`src/rtl/adder_bist_ctrl.sv`:
```
// -----------------------------------------------------------------------------
// adder_bist_ctrl
//
// Built-in self-test controller for the WIDTH-bit ripple adder/subtractor.
// It drives every {sel, x, y} combination onto the adder under test. After each
// vector is applied it waits SETTLE cycles for the ripple to settle. It then
// compares the adder's sum, carry-out and signed overflow against a golden
// ripple model. At the end it reports pass/fail, a saturating mismatch count
// and the first failing vector.
//
// Parameters:
//   WIDTH   operand width, must match the adder (default 6)
//   SETTLE  cycles to wait after applying a vector, legal range 1..15
//
// Optional feature (compile-time macro ADDER_BIST_STOP_ON_FAIL_EN):
//   When defined, the first mismatch ends the sweep immediately. The failing
//   vector then stays on dut_x/dut_y/dut_sel for probing. When undefined, the
//   full sweep always completes.
//
// Ports:
//   clk           in   system clock, rising edge
//   reset_n       in   asynchronous active-low reset
//   start         in   one-cycle pulse, starts a sweep from IDLE or DONE
//   dut_x         out  operand x to the adder
//   dut_y         out  operand y to the adder
//   dut_sel       out  0 = add, 1 = subtract
//   dut_sum       in   adder sum
//   dut_cout      in   adder carry out
//   dut_overflow  in   adder signed overflow
//   busy          out  sweep in progress
//   done          out  sweep finished, held until next start or reset
//   pass          out  valid while done, 1 iff no mismatches were seen
//   err_count     out  number of mismatching vectors, saturates at 16'hFFFF
//   first_fail    out  {sel,x,y} of the first mismatch, 0 if none
// -----------------------------------------------------------------------------
module adder_bist_ctrl #(
  parameter int WIDTH  = 6,
  parameter int SETTLE = 2
) (
  input  logic               clk,
  input  logic               reset_n,
  input  logic               start,
  output logic [WIDTH-1:0]   dut_x,
  output logic [WIDTH-1:0]   dut_y,
  output logic               dut_sel,
  input  logic [WIDTH-1:0]   dut_sum,
  input  logic               dut_cout,
  input  logic               dut_overflow,
  output logic               busy,
  output logic               done,
  output logic               pass,
  output logic [15:0]        err_count,
  output logic [2*WIDTH:0]   first_fail
);

  localparam int VW = 2*WIDTH + 1;

  typedef enum logic [2:0] {
    S_IDLE,
    S_APPLY,
    S_SETTLE,
    S_CHECK,
    S_DONE
  } state_t;

  state_t          state_reg, state_next;
  logic [VW-1:0]   vec_reg, vec_next;
  logic [3:0]      settle_reg, settle_next;
  logic [15:0]     err_reg, err_next;
  logic [VW-1:0]   ff_reg, ff_next;

  // ---------------------------------------------------------------------------
  // Golden model: a bit-level ripple chain.
  // Subtraction is x + ~y + 1, so the operand is inverted and the carry-in is sel.
  // ---------------------------------------------------------------------------
  logic [WIDTH-1:0] gold_x, gold_y, gold_yp, gold_sum;
  logic [WIDTH:0]   carry;
  logic             gold_sel, gold_cout, gold_ovf, mismatch;

  assign gold_sel = vec_reg[VW-1];
  assign gold_x   = vec_reg[2*WIDTH-1:WIDTH];
  assign gold_y   = vec_reg[WIDTH-1:0];
  assign carry[0] = gold_sel;

  genvar gi;
  generate
    for (gi = 0; gi < WIDTH; gi++) begin : g_ripple
      assign gold_yp[gi]  = gold_y[gi] ^ gold_sel;
      assign gold_sum[gi] = gold_x[gi] ^ gold_yp[gi] ^ carry[gi];
      assign carry[gi+1]  = (gold_x[gi] & gold_yp[gi]) |
                            (carry[gi] & (gold_x[gi] ^ gold_yp[gi]));
    end
  endgenerate

  assign gold_cout = carry[WIDTH];
  // Overflow: both operands (after the conditional inversion) have the same
  // sign, and the result sign differs from them.
  assign gold_ovf  = (gold_x[WIDTH-1] == gold_yp[WIDTH-1]) &
                     (gold_sum[WIDTH-1] != gold_x[WIDTH-1]);

  assign mismatch  = (dut_sum != gold_sum) |
                     (dut_cout != gold_cout) |
                     (dut_overflow != gold_ovf);

  // ---------------------------------------------------------------------------
  // State and datapath registers
  // ---------------------------------------------------------------------------
  always_ff @(posedge clk or negedge reset_n) begin
    if (!reset_n) begin
      state_reg  <= S_IDLE;
      vec_reg    <= '0;
      settle_reg <= '0;
      err_reg    <= '0;
      ff_reg     <= '0;
    end else begin
      state_reg  <= state_next;
      vec_reg    <= vec_next;
      settle_reg <= settle_next;
      err_reg    <= err_next;
      ff_reg     <= ff_next;
    end
  end

  // ---------------------------------------------------------------------------
  // Next-state logic
  // ---------------------------------------------------------------------------
  always_comb begin
    state_next  = state_reg;
    vec_next    = vec_reg;
    settle_next = settle_reg;
    err_next    = err_reg;
    ff_next     = ff_reg;

    case (state_reg)
      S_IDLE, S_DONE: begin
        if (start) begin
          state_next = S_APPLY;
          vec_next   = '0;
          err_next   = '0;
          ff_next    = '0;
        end
      end

      S_APPLY: begin
        settle_next = 4'(SETTLE);
        state_next  = S_SETTLE;
      end

      S_SETTLE: begin
        // The counter is loaded with SETTLE and leaves when it reaches 1,
        // so this state lasts SETTLE cycles.
        if (settle_reg <= 4'd1) begin
          state_next = S_CHECK;
        end else begin
          settle_next = settle_reg - 4'd1;
        end
      end

      S_CHECK: begin
        if (mismatch) begin
          if (err_reg != 16'hFFFF) begin
            err_next = err_reg + 16'd1;
          end
          // The count never wraps back to zero, so zero here means no earlier
          // mismatch has been recorded.
          if (err_reg == 16'd0) begin
            ff_next = vec_reg;
          end
        end
`ifdef ADDER_BIST_STOP_ON_FAIL_EN
        if (mismatch || (vec_reg == {VW{1'b1}})) begin
          state_next = S_DONE;
        end else begin
          vec_next   = vec_reg + VW'(1);
          state_next = S_APPLY;
        end
`else
        if (vec_reg == {VW{1'b1}}) begin
          state_next = S_DONE;
        end else begin
          vec_next   = vec_reg + VW'(1);
          state_next = S_APPLY;
        end
`endif
      end

      default: begin
        state_next = S_IDLE;
      end
    endcase
  end

  // ---------------------------------------------------------------------------
  // Outputs: the adder operands come straight from the vector register, so in
  // DONE they keep showing the last vector that was applied.
  // ---------------------------------------------------------------------------
  assign dut_sel    = vec_reg[VW-1];
  assign dut_x      = vec_reg[2*WIDTH-1:WIDTH];
  assign dut_y      = vec_reg[WIDTH-1:0];
  assign busy       = (state_reg == S_APPLY) || (state_reg == S_SETTLE) ||
                      (state_reg == S_CHECK);
  assign done       = (state_reg == S_DONE);
  assign pass       = (state_reg == S_DONE) && (err_reg == 16'd0);
  assign err_count  = err_reg;
  assign first_fail = ff_reg;

endmodule

```
`config.mk`:
```
export PLATFORM = sky130hd
export DESIGN_NAME = adder_bist_ctrl
export DESIGN_NICKNAME = d
export VERILOG_FILES = /design/src/rtl/adder_bist_ctrl.sv
export SDC_FILE = /design/constraint.sdc
export NUM_CORES = 1
export LEC_CHECK = 0
export CAP_MARGIN = 40
export CORE_UTILIZATION = 47
export CTS_CLUSTER_DIAMETER = 30
export CTS_CLUSTER_SIZE = 16
export DETAILED_ROUTE_END_ITERATION = 10
export PLACE_DENSITY = 0.76
export SYNTH_ARGS = -nofsm -noshare
export SYNTH_HDL_FRONTEND = slang
export SYNTH_SLANG_ARGS = --single-unit
```
`constraint.sdc`:
```
create_clock -name clk -period 4.21 [get_ports clk]
set_input_delay 0.842 -clock clk [delete_from_list [all_inputs] [get_ports clk]]
set_output_delay 0.842 -clock clk [all_outputs]
set_load 0.02 [all_outputs]
```
==> flow_summary.json <==
{
  "die_area_um2": 6470,
  "die_h_um": 80.4,
  "cp-end-kind": "flip-flop",
  "cts_max_level": 2,
  "final_common_cell": "clkdlybuf4s50_1",
  "max_stage_delay_ns": 0.51,
  "skew_ns": 0.00367,
  "design.core.area_um2": 5920,
  "ant_nets": 0,
  "final-max-slew-violation-count": 0,
  "final_cell_mix": "clkdlybuf4s50_1 (54), dfrtp_1 (48), nand2_1 (37), nor2_1 (22), o21ai_0 (20)",
  "antenna_found_initial": 0,
  "largest_register_ffs": 16,
  "power_mw": 1.63,
  "yosysSeqAreaShare_pct": 42.4,
  "hold_class": "in2async",
  "ys_seq_elements": 49,
  "status": "completed",
  "cts_hold_buf": 0,
  "initial_core_util_pct": 48.8,
  "io_pins": 56,
  "cts_tree": "built",
  "clk_path_buf_depth": 2,
  "synthCells": 311,
  "cp.arrival_ns": 4.28,
  "n_fill_cell": 517,
  "numCtsBuffers": 5,
  "grt_pass1_vias": 2354,
  "insertion_delay_ns": 0.31,
  "p_per_area_nw_per_um2": 444,
  "path_cells": "xnor2_1 > fa_2 > fa_2 > fa_2 > fa_2 > fa_1 > xor2_1 > nor2_1 > xor2_2 > o21ai_2 > buf_6 > or4_1 > a21oi_1",
  "crit_type": "reg2reg",
  "drc": 0,
  "ys_async_sr_fraction_pct": 100,
  "cts.sinks": 49,
  "hold_violations": 0,
  "ys_types": 51,
  "required_ns": 4.45,
  "worstMarginPinSlew_ns": 0.609,
  "wirelength_um": 6980,
  "drt_iter0_drc": 162,
  "synth.cell_area_um2": 2890,
  "hpwl_um": 4970,
  "dieWidth_um": 80.4,
  "grt_max_degree": 30,
  "post-route-period-util_pct": 95.9,
  "num_rows": 28,
  "ir_worst_vdd_mv": 0.200,
  "setup_violations": 0,
  "via_per_inst": 5.76,
  "rsz0062_at_grt": "false",
  "n_antenna_cell": 0,
  "dr.pass1.iters": 4,
  "layout-drive-gt1-share_pct": 11.1,
  "crit_path_max_fanout": 13,
  "synth_nets": 333,
  "crit_top_cell": "fa_2",
  "dp_cells": 437,
  "area_growth_syn_to_layout_pct": 26.6,
  "final_cells": 446,
  "p_leak_nw": 1.45,
  "clkSlewWorstSetupHoldPaths_ns": 0.09,
  "synth_ff_type": "dfrtp_1",
  "crit_slowest_cell": "fa_1",
  "slew_headroom_pct": 59.4,
  "tns_ns": 0,
  "cts-root-buf": "clkbuf_8",
  "portBuffers": 55,
  "fin_crit_ns": 4.04,
  "overflow": 0,
  "whs_ns": 0.484,
  "gp_congestion": 0.852,
  "synth_area_per_cell_um2": 9.29,
  "cp-start-kind": "flip-flop",
  "vias": 2567,
  "fin_nets": 392,
  "grt_use_total_pct": 23.3,
  "yosys_warnings": 0,
  "synth_edf_count": 0,
  "maxCapViolCount": 0,
  "grt_pass1_wl_um": 11500,
  "fmax_mhz": 248,
  "post_drt_wl_per_cell_um": 15.7
}
synthesized netlist by cell type, types with 2 or more instances:
library cell | number | area share (%)
and3_1 | 3 | 0.65
buf_2 | 5 | 0.87
a21oi_1 | 18 | 3.1
a22o_1 | 2 | 0.61
fa_1 | 5 | 3.5
nand4b_1 | 2 | 0.61
xor2_1 | 9 | 2.7
and4_1 | 2 | 0.61
xnor2_1 | 15 | 4.5
a31oi_1 | 5 | 1.1
ha_1 | 6 | 2.6
dfrtp_1 | 49 | 42
nand4_1 | 9 | 1.9
clkbuf_1 | 8 | 1.0
o21ai_1 | 3 | 0.52
or2_2 | 2 | 0.43
nor3_1 | 6 | 1.0
nand3_1 | 10 | 1.7
buf_6 | 3 | 1.2
nor2_1 | 22 | 2.9
nor4_1 | 4 | 0.87
o21ai_0 | 20 | 3.5
o21ai_2 | 2 | 0.61
or4_1 | 8 | 2.1
o31ai_1 | 13 | 3.4
inv_1 | 15 | 1.9
nand2_1 | 37 | 4.8
or3_1 | 5 | 1.1
per-stage QoR:
stage                     setup WS [ns]  cell area, µm²  utilization, %
after CTS                        0.0139            3640            61.4
after global placement           0.0733            3540            59.8
final                             0.172            3660            61.8
after global routing             0.0213            3660            61.8
after floorplan                 0.00552            2910               -
after detailed placement        -0.0144            3540            59.8
report_power, final:
| part | internal [mW] | total [mW] | leakage [nW] | switching, mW |
|---|---|---|---|---|
| registers | 0.531 | 0.616 | 0.668 | 0.0856 |
| logic | 0.290 | 0.720 | 0.735 | 0.430 |
| clock network | 0.118 | 0.289 | 0.0445 | 0.171 |
| total | 0.939 | 1.63 | 1.45 | 0.687 |
cells by family (layout without fill, tap and decap cells):
family,count (synthesis),count (layout),synth area share (%)
buffers and inverters,32,92,5.15
multiplexers,1,1,0.346
adder cells (fa/ha/maj),11,11,6.06
AO/OA/AOI/OAI,73,73,15.7
AND/OR/NAND/NOR,121,121,23.0
XOR/XNOR,24,24,7.27
flip-flops,49,49,42.4
per-layer routing:
metal  track usage (%)  routed length, µm  up-vias
li1                  -                  -     1227
met5                 0                  0        -
met3              3.64                356       17
met2              37.2               3220       81
met1              31.7               3220     1242
met4              9.11                184        0
final cells by class:
class	count	area, µm²	area share [%]
flip-flops and latches	49	1230	33.5
repair buffers	69	652	17.8
well taps	75	93.8	2.56
multi-input cells	230	1540	42.1
clock inverters	3	21.3	0.581
clock buffers	5	68.8	1.88
inverters	15	56.3	1.54
path summary, 6_finish.rpt:
check                              start             to  slack (ns)  cells after the start
max reg2reg                  vec_reg[12]  err_count[15]        0.17                     13
min                              reset_n  first_fail[4]        0.48                      1
min in group clk           first_fail[5]  first_fail[5]        0.49                      2
max in group asynchronous        reset_n    vec_reg[12]        2.95                      2
max                          vec_reg[12]  err_count[15]        0.17                     13
min reg2reg                first_fail[5]  first_fail[5]        0.49                      2
worst max-delay path, delay by kind of cell, from the launching register on:
kind            cells  cell delay [ns]
compound gates      2             0.24
xor+xnor            3             0.52
fa+ha+maj           5             1.92
buf+inv             1             0.15
flops               1             0.44
simple gates        2             0.69
repair_timing:
action                     in CTS  in global routing
buffers inserted                0                  0
gates resized for setup         1                  5
pin swaps                       2                  3
setup endpoints to repair       3                 12
cloned                          0                  1
Power figures use the tool's default switching activity.
==> edit 1 (config.mk and constraints unchanged) <==
Take the reset off `ff_reg` and load it in a clocked block of its own.
--- a/src/rtl/adder_bist_ctrl.sv
+++ b/src/rtl/adder_bist_ctrl.sv
@@ -113,3 +113,2 @@
       err_reg    <= '0;
-      ff_reg     <= '0;
     end else begin
@@ -119,4 +118,7 @@
       err_reg    <= err_next;
-      ff_reg     <= ff_next;
     end
+  end
+
+  always_ff @(posedge clk) begin
+    ff_reg <= ff_next;
   end
Formal check against the unedited RTL: differs if reset_n is asserted again (counterexample within 10 cycles, from zero or initial values and one cycle with reset_n low); with reset_n held inactive, the same outputs for 10 cycles.
==> edit 1 against the original RTL <==
Synthesized cell count is 4.5% lower; via count shrank 6.3%; die area is 2.2% lower; wire length shrank 4.4%; area after synthesis is 2.3% lower; hold slack gained 0.039 ns; sequential cell count unchanged; setup slack lost 0.092 ns; combinational power increased by 30%; utilization grew 2.9 points; cell area decreased by 0.17%; critical path type unchanged; critical path depth fell by 1; first-iteration DRC count grew 14%; total power is 24% higher; largest cell class unchanged.
==> edit 1: results (changes against the original RTL) <==
metric,value,unit,change
worst setup path endpoint,err_count[14],,was err_count[15]
Crit Path Max Fanout,6,,was 13
Layout Cells excl Fill,432,,was 446
Hold WS,0.523,ns,was 0.484 ns
Slew Limit Headroom,58.8,%,was 59.4%
Synth cell types,43,,was 51
outcome,finished clean,,unchanged
DRT iter0 DRCs,184,,was 162
Reg2Reg Setup Slack,0.08,ns,was 0.17 ns
Ys Warns,0,,unchanged
H-tree depth,2,,unchanged
routed wl met3,342,µm,was 356 µm
Hold WC Path Type,reg -> reg,,was in -> async
Place WS,0.0311,ns,was -0.0144 ns
routed vias/inst,5.57,,was 5.76
Wirelength per Cell,15.4,µm,was 15.7 µm
maximum VDD drop,0.283,mV,was 0.200 mV
Post-CTS Repair Setup Buffers,0,,unchanged
"EDFF count, synth",13,,was 0
Area contributors post-synth,"dfrtp_1 (32%), edfxtp_1 (14%), nor2_1 (4.7%)",,"was dfrtp_1 (42%), nand2_1 (4.8%), xnor2_1 (4.5%)"
Cell Count Post-Placement,421,,was 437
CTS root buf,clkbuf_8,,unchanged
Static Leak,0.00141,µW,was 0.00145 µW
"Net Count, Synth",319,,was 333
R2R depth,12,,was 13
vias in the first global route,2194,,was 2354
initial antenna violation count,0,,unchanged
Synth Flop Type,dfrtp_1,,unchanged
fillcell total,451,,was 517
Worst Hold End,settle_reg[1],,
Tmin final,4.13,ns,was 4.04 ns
largest net degree at the start of global routing,37,,was 30
global routing usage on met3,4.46,%,was 3.64%
global-route wire length before repair,10600,µm,was 11500 µm
clock skew,0.00596,ns,was 0.00367 ns
layout cells sized above 1,8.61,%,was 11.1%
Largest register FFs,16,,unchanged
CP max stage delay,0.56,ns,was 0.51 ns
GPL Wtd Cong,0.820,,was 0.852
TritonRoute pass-1 iters,4,,unchanged
met2 Usage GRT,35.0,%,was 37.2%
"Avg Cell Area, Syn",9.51,µm²,was 9.29 µm²
WL met2,3220,µm,about the same
"top cells by count, synth","dfrtp_1 (36), nor2_1 (35), inv_1 (18), o21ai_0 (18), nand2_1 (17)",,"was dfrtp_1 (49), nand2_1 (37), nor2_1 (22), o21ai_0 (20), a21oi_1 (18)"
placed wire-length estimate,4800,µm,was 4970 µm
Critical Path AT,4.36,ns,was 4.28 ns
met1 wire length,3070,µm,was 3220 µm
"Seq/Total Area, Yosys",45.7,%,was 42.4%
GRT Util Overall,21.9,%,was 23.3%
Critical Path Source,vec_reg[12],,unchanged
grt met1 use,30.5,%,was 31.7%
Nets,381,,was 392
"Cell Area, Placed",3480,µm²,was 3540 µm²
Max Used Layer,met4,,unchanged
ys async rst share,73.5,%,was 100%
edit 1: cell types whose count changed after synthesis, moves of 5 or more:
cell and change:
nand2_1 -20, o31ai_1 -10, or3_1 +5, nor2_1 +13
and2_1 +9, dfrtp_1 -13, edfxtp_1 +13
edit 1: layout make-up:
type	instances	area [µm²]	area share, %
Clock buffer	7	86.3	2.36
Inverter	19	71.3	1.95
Clock inverter	1	30.0	0.822
Sequential cell	49	1290	35.4
Multi-Input combinational cell	220	1470	40.1
Timing Repair Buffer	64	618	16.9
Tap cell	72	90.1	2.47
edit 1: cells by family after synthesis:
kind of cell / count (synthesis) / synth area share, %
and+or+nand+nor: 127 / 23.8
xor gates and xnor gates: 24 / 7.44
AOI/OAI and AO/OA: 55 / 11.7
DFF: 49 / 45.7
muxes: 2 / 0.709
buffers and inverters: 29 / 4.47
adders and majority gates: 11 / 6.20
edit 1: where the power goes:
group	internal (µW)	total, µW	leakage [µW]	switching [µW]
registers	619	723	0.000614	104
logic	391	938	0.000740	547
clock network	194	349	0.0000585	155
==> edit 2 (same settings) <==
Made on the original files. Set the parameter `WIDTH` to 7 (it was 6). Comments in the files are not updated.
--- a/src/rtl/adder_bist_ctrl.sv
+++ b/src/rtl/adder_bist_ctrl.sv
@@ -36,3 +36,3 @@
 module adder_bist_ctrl #(
-  parameter int WIDTH  = 6,
+  parameter int WIDTH  = 7,
   parameter int SETTLE = 2
Ports: changed (resized dut_sum, dut_x, dut_y and first_fail); port bits go from 56 to 61. The function was not compared with the original's and may differ.
==> edit 2 against the original RTL <==
Setup slack lost 0.38 ns; sequential share of layout area decreased by 1.0 points; the flow now finishes with violations (design-rule violations, negative setup slack); area after synthesis grew 10%; total power down 0.51%; wire length grew 5.2%; sequential cell count grew 4; largest cell class unchanged; cell area up 11%; hold slack improved by 0.031 ns.
==> edit 2: results (changes against the original RTL) <==
metric,value,unit,change
Critical Path AT,4.62,ns,was 4.28 ns
"Net Count, Synth",362,,was 333
"Seq/Total Area, Yosys",41.6,%,was 42.4%
DRT iter0 DRCs,186,,was 162
TritonRoute pass-1 iters,8,,was 4
Logic pwr share,41.3,%,was 44.3%
fraction of the mapped netlist area in adder cells,6.12,%,was 6.06%
drc violations,3,,was 0
post-synthesis compound-gate area fraction,11.8,%,was 15.7%
CP max stage delay,0.56,ns,was 0.51 ns
outcome,"finished, violations left",,was finished clean
Final setup viols,31,,was 0
largest net degree at the start of global routing,33,,was 30
Area contributors post-synth,"dfrtp_1 (42%), xnor2_1 (4.1%), nor2_1 (3.9%)",,"was dfrtp_1 (42%), nand2_1 (4.8%), xnor2_1 (4.5%)"
port bufs,60,,was 55
layout cells sized above 1,11.9,%,was 11.1%
Core Footprint,6460,µm²,was 5920 µm²
mux contribution to synthesized area,6.59,%,was 0.346%
clock skew,0.00766,ns,was 0.00367 ns
"Avg Cell Area, Syn",9.44,µm²,was 9.29 µm²
Place WS,-0.303,ns,was -0.0144 ns
GPL Wtd Cong,0.793,,was 0.852
failing checks,"design-rule violations, negative setup slack",,
Reg2Reg Capture Point,first_fail[12],,was err_count[15]
Wirelength per Cell,15.3,µm,was 15.7 µm
Setup TNS,-4.55,ns,was 0 ns
"top cells by count, synth","dfrtp_1 (53), nor2_1 (33), inv_1 (24), nand2_1 (21), o21ai_0 (17)",,"was dfrtp_1 (49), nand2_1 (37), nor2_1 (22), o21ai_0 (20), a21oi_1 (18)"
R2R depth,12,,was 13
Net Sw Frac,38.3,%,was 42.2%
Crit Path Max Fanout,8,,was 13
slowest cell on the critical path,fa_2,,was fa_1
global-route wire length before repair,12600,µm,was 11500 µm
Final WS setup,-0.207,ns,was 0.172 ns
maximum VDD drop,0.185,mV,was 0.200 mV
placed wire-length estimate,5400,µm,was 4970 µm
Clk. pwr,305,µW,was 289 µW
Post-Synth XOR/XNOR Area,7.69,%,was 7.27%
R2R Path Start,vec_reg[1],,was vec_reg[12]
edit 2: through the flow:
stage | hold WS, ns | util [%] | power [µW]
after global routing | 0.534 | 63.2 | 1720
after global placement | 0.482 | 61.3 | 1300
final | 0.516 | 63.2 | 1620
after CTS | 0.521 | 62.9 | 1630
after detailed placement | 0.497 | 61.3 | 1310
after floorplan | 0.474 | - | 1110
edit 2: layout make-up:
cell class	instances	area [µm²]	share of cell area, %
clock buffer	6	82.6	2.02
clock inverter	2	13.8	0.337
inverter	24	90.1	2.21
multi-input combinational	243	1720	42.2
sequential	53	1330	32.5
tap	77	96.3	2.36
timing repair buffer	76	748	18.3
edit 2: cells by family after synthesis:
kind of cell,count (synthesis)
compound gates,58
xor+xnor,28
fa+ha+maj,12
buf+inv,42
flops,53
mux,20
simple gates,125
edit 2: per-layer routing:
metal	up-vias	track usage (%)	share of wire, %
met5	-	0	0
met4	0	6.78	1.6
met3	13	4.52	5.6
met2	74	38.9	49
met1	1326	27.4	44
li1	1310	-	-
edit 2: worst max path at each step:
| stage | slack, ns | startpoint | end |
|---|---|---|---|
| after global placement | -0.20 | vec_reg[14] | first_fail[0] |
| after CTS | -0.21 | vec_reg[1] | first_fail[12] |
| after global routing | -0.34 | vec_reg[1] | first_fail[3] |
| final | -0.21 | vec_reg[1] | first_fail[12] |
| after floorplan | -0.55 | vec_reg[14] | first_fail[13] |
| after detailed placement | -0.30 | vec_reg[14] | first_fail[3] |
edit 2: what timing repair did:
item,in CTS,in global routing
hold endpoints to repair,0,0
cloned,0,0
pin swaps,5,0
endpoints found under the setup margin,31,31
setup buffers,0,0
resized for setup,4,3
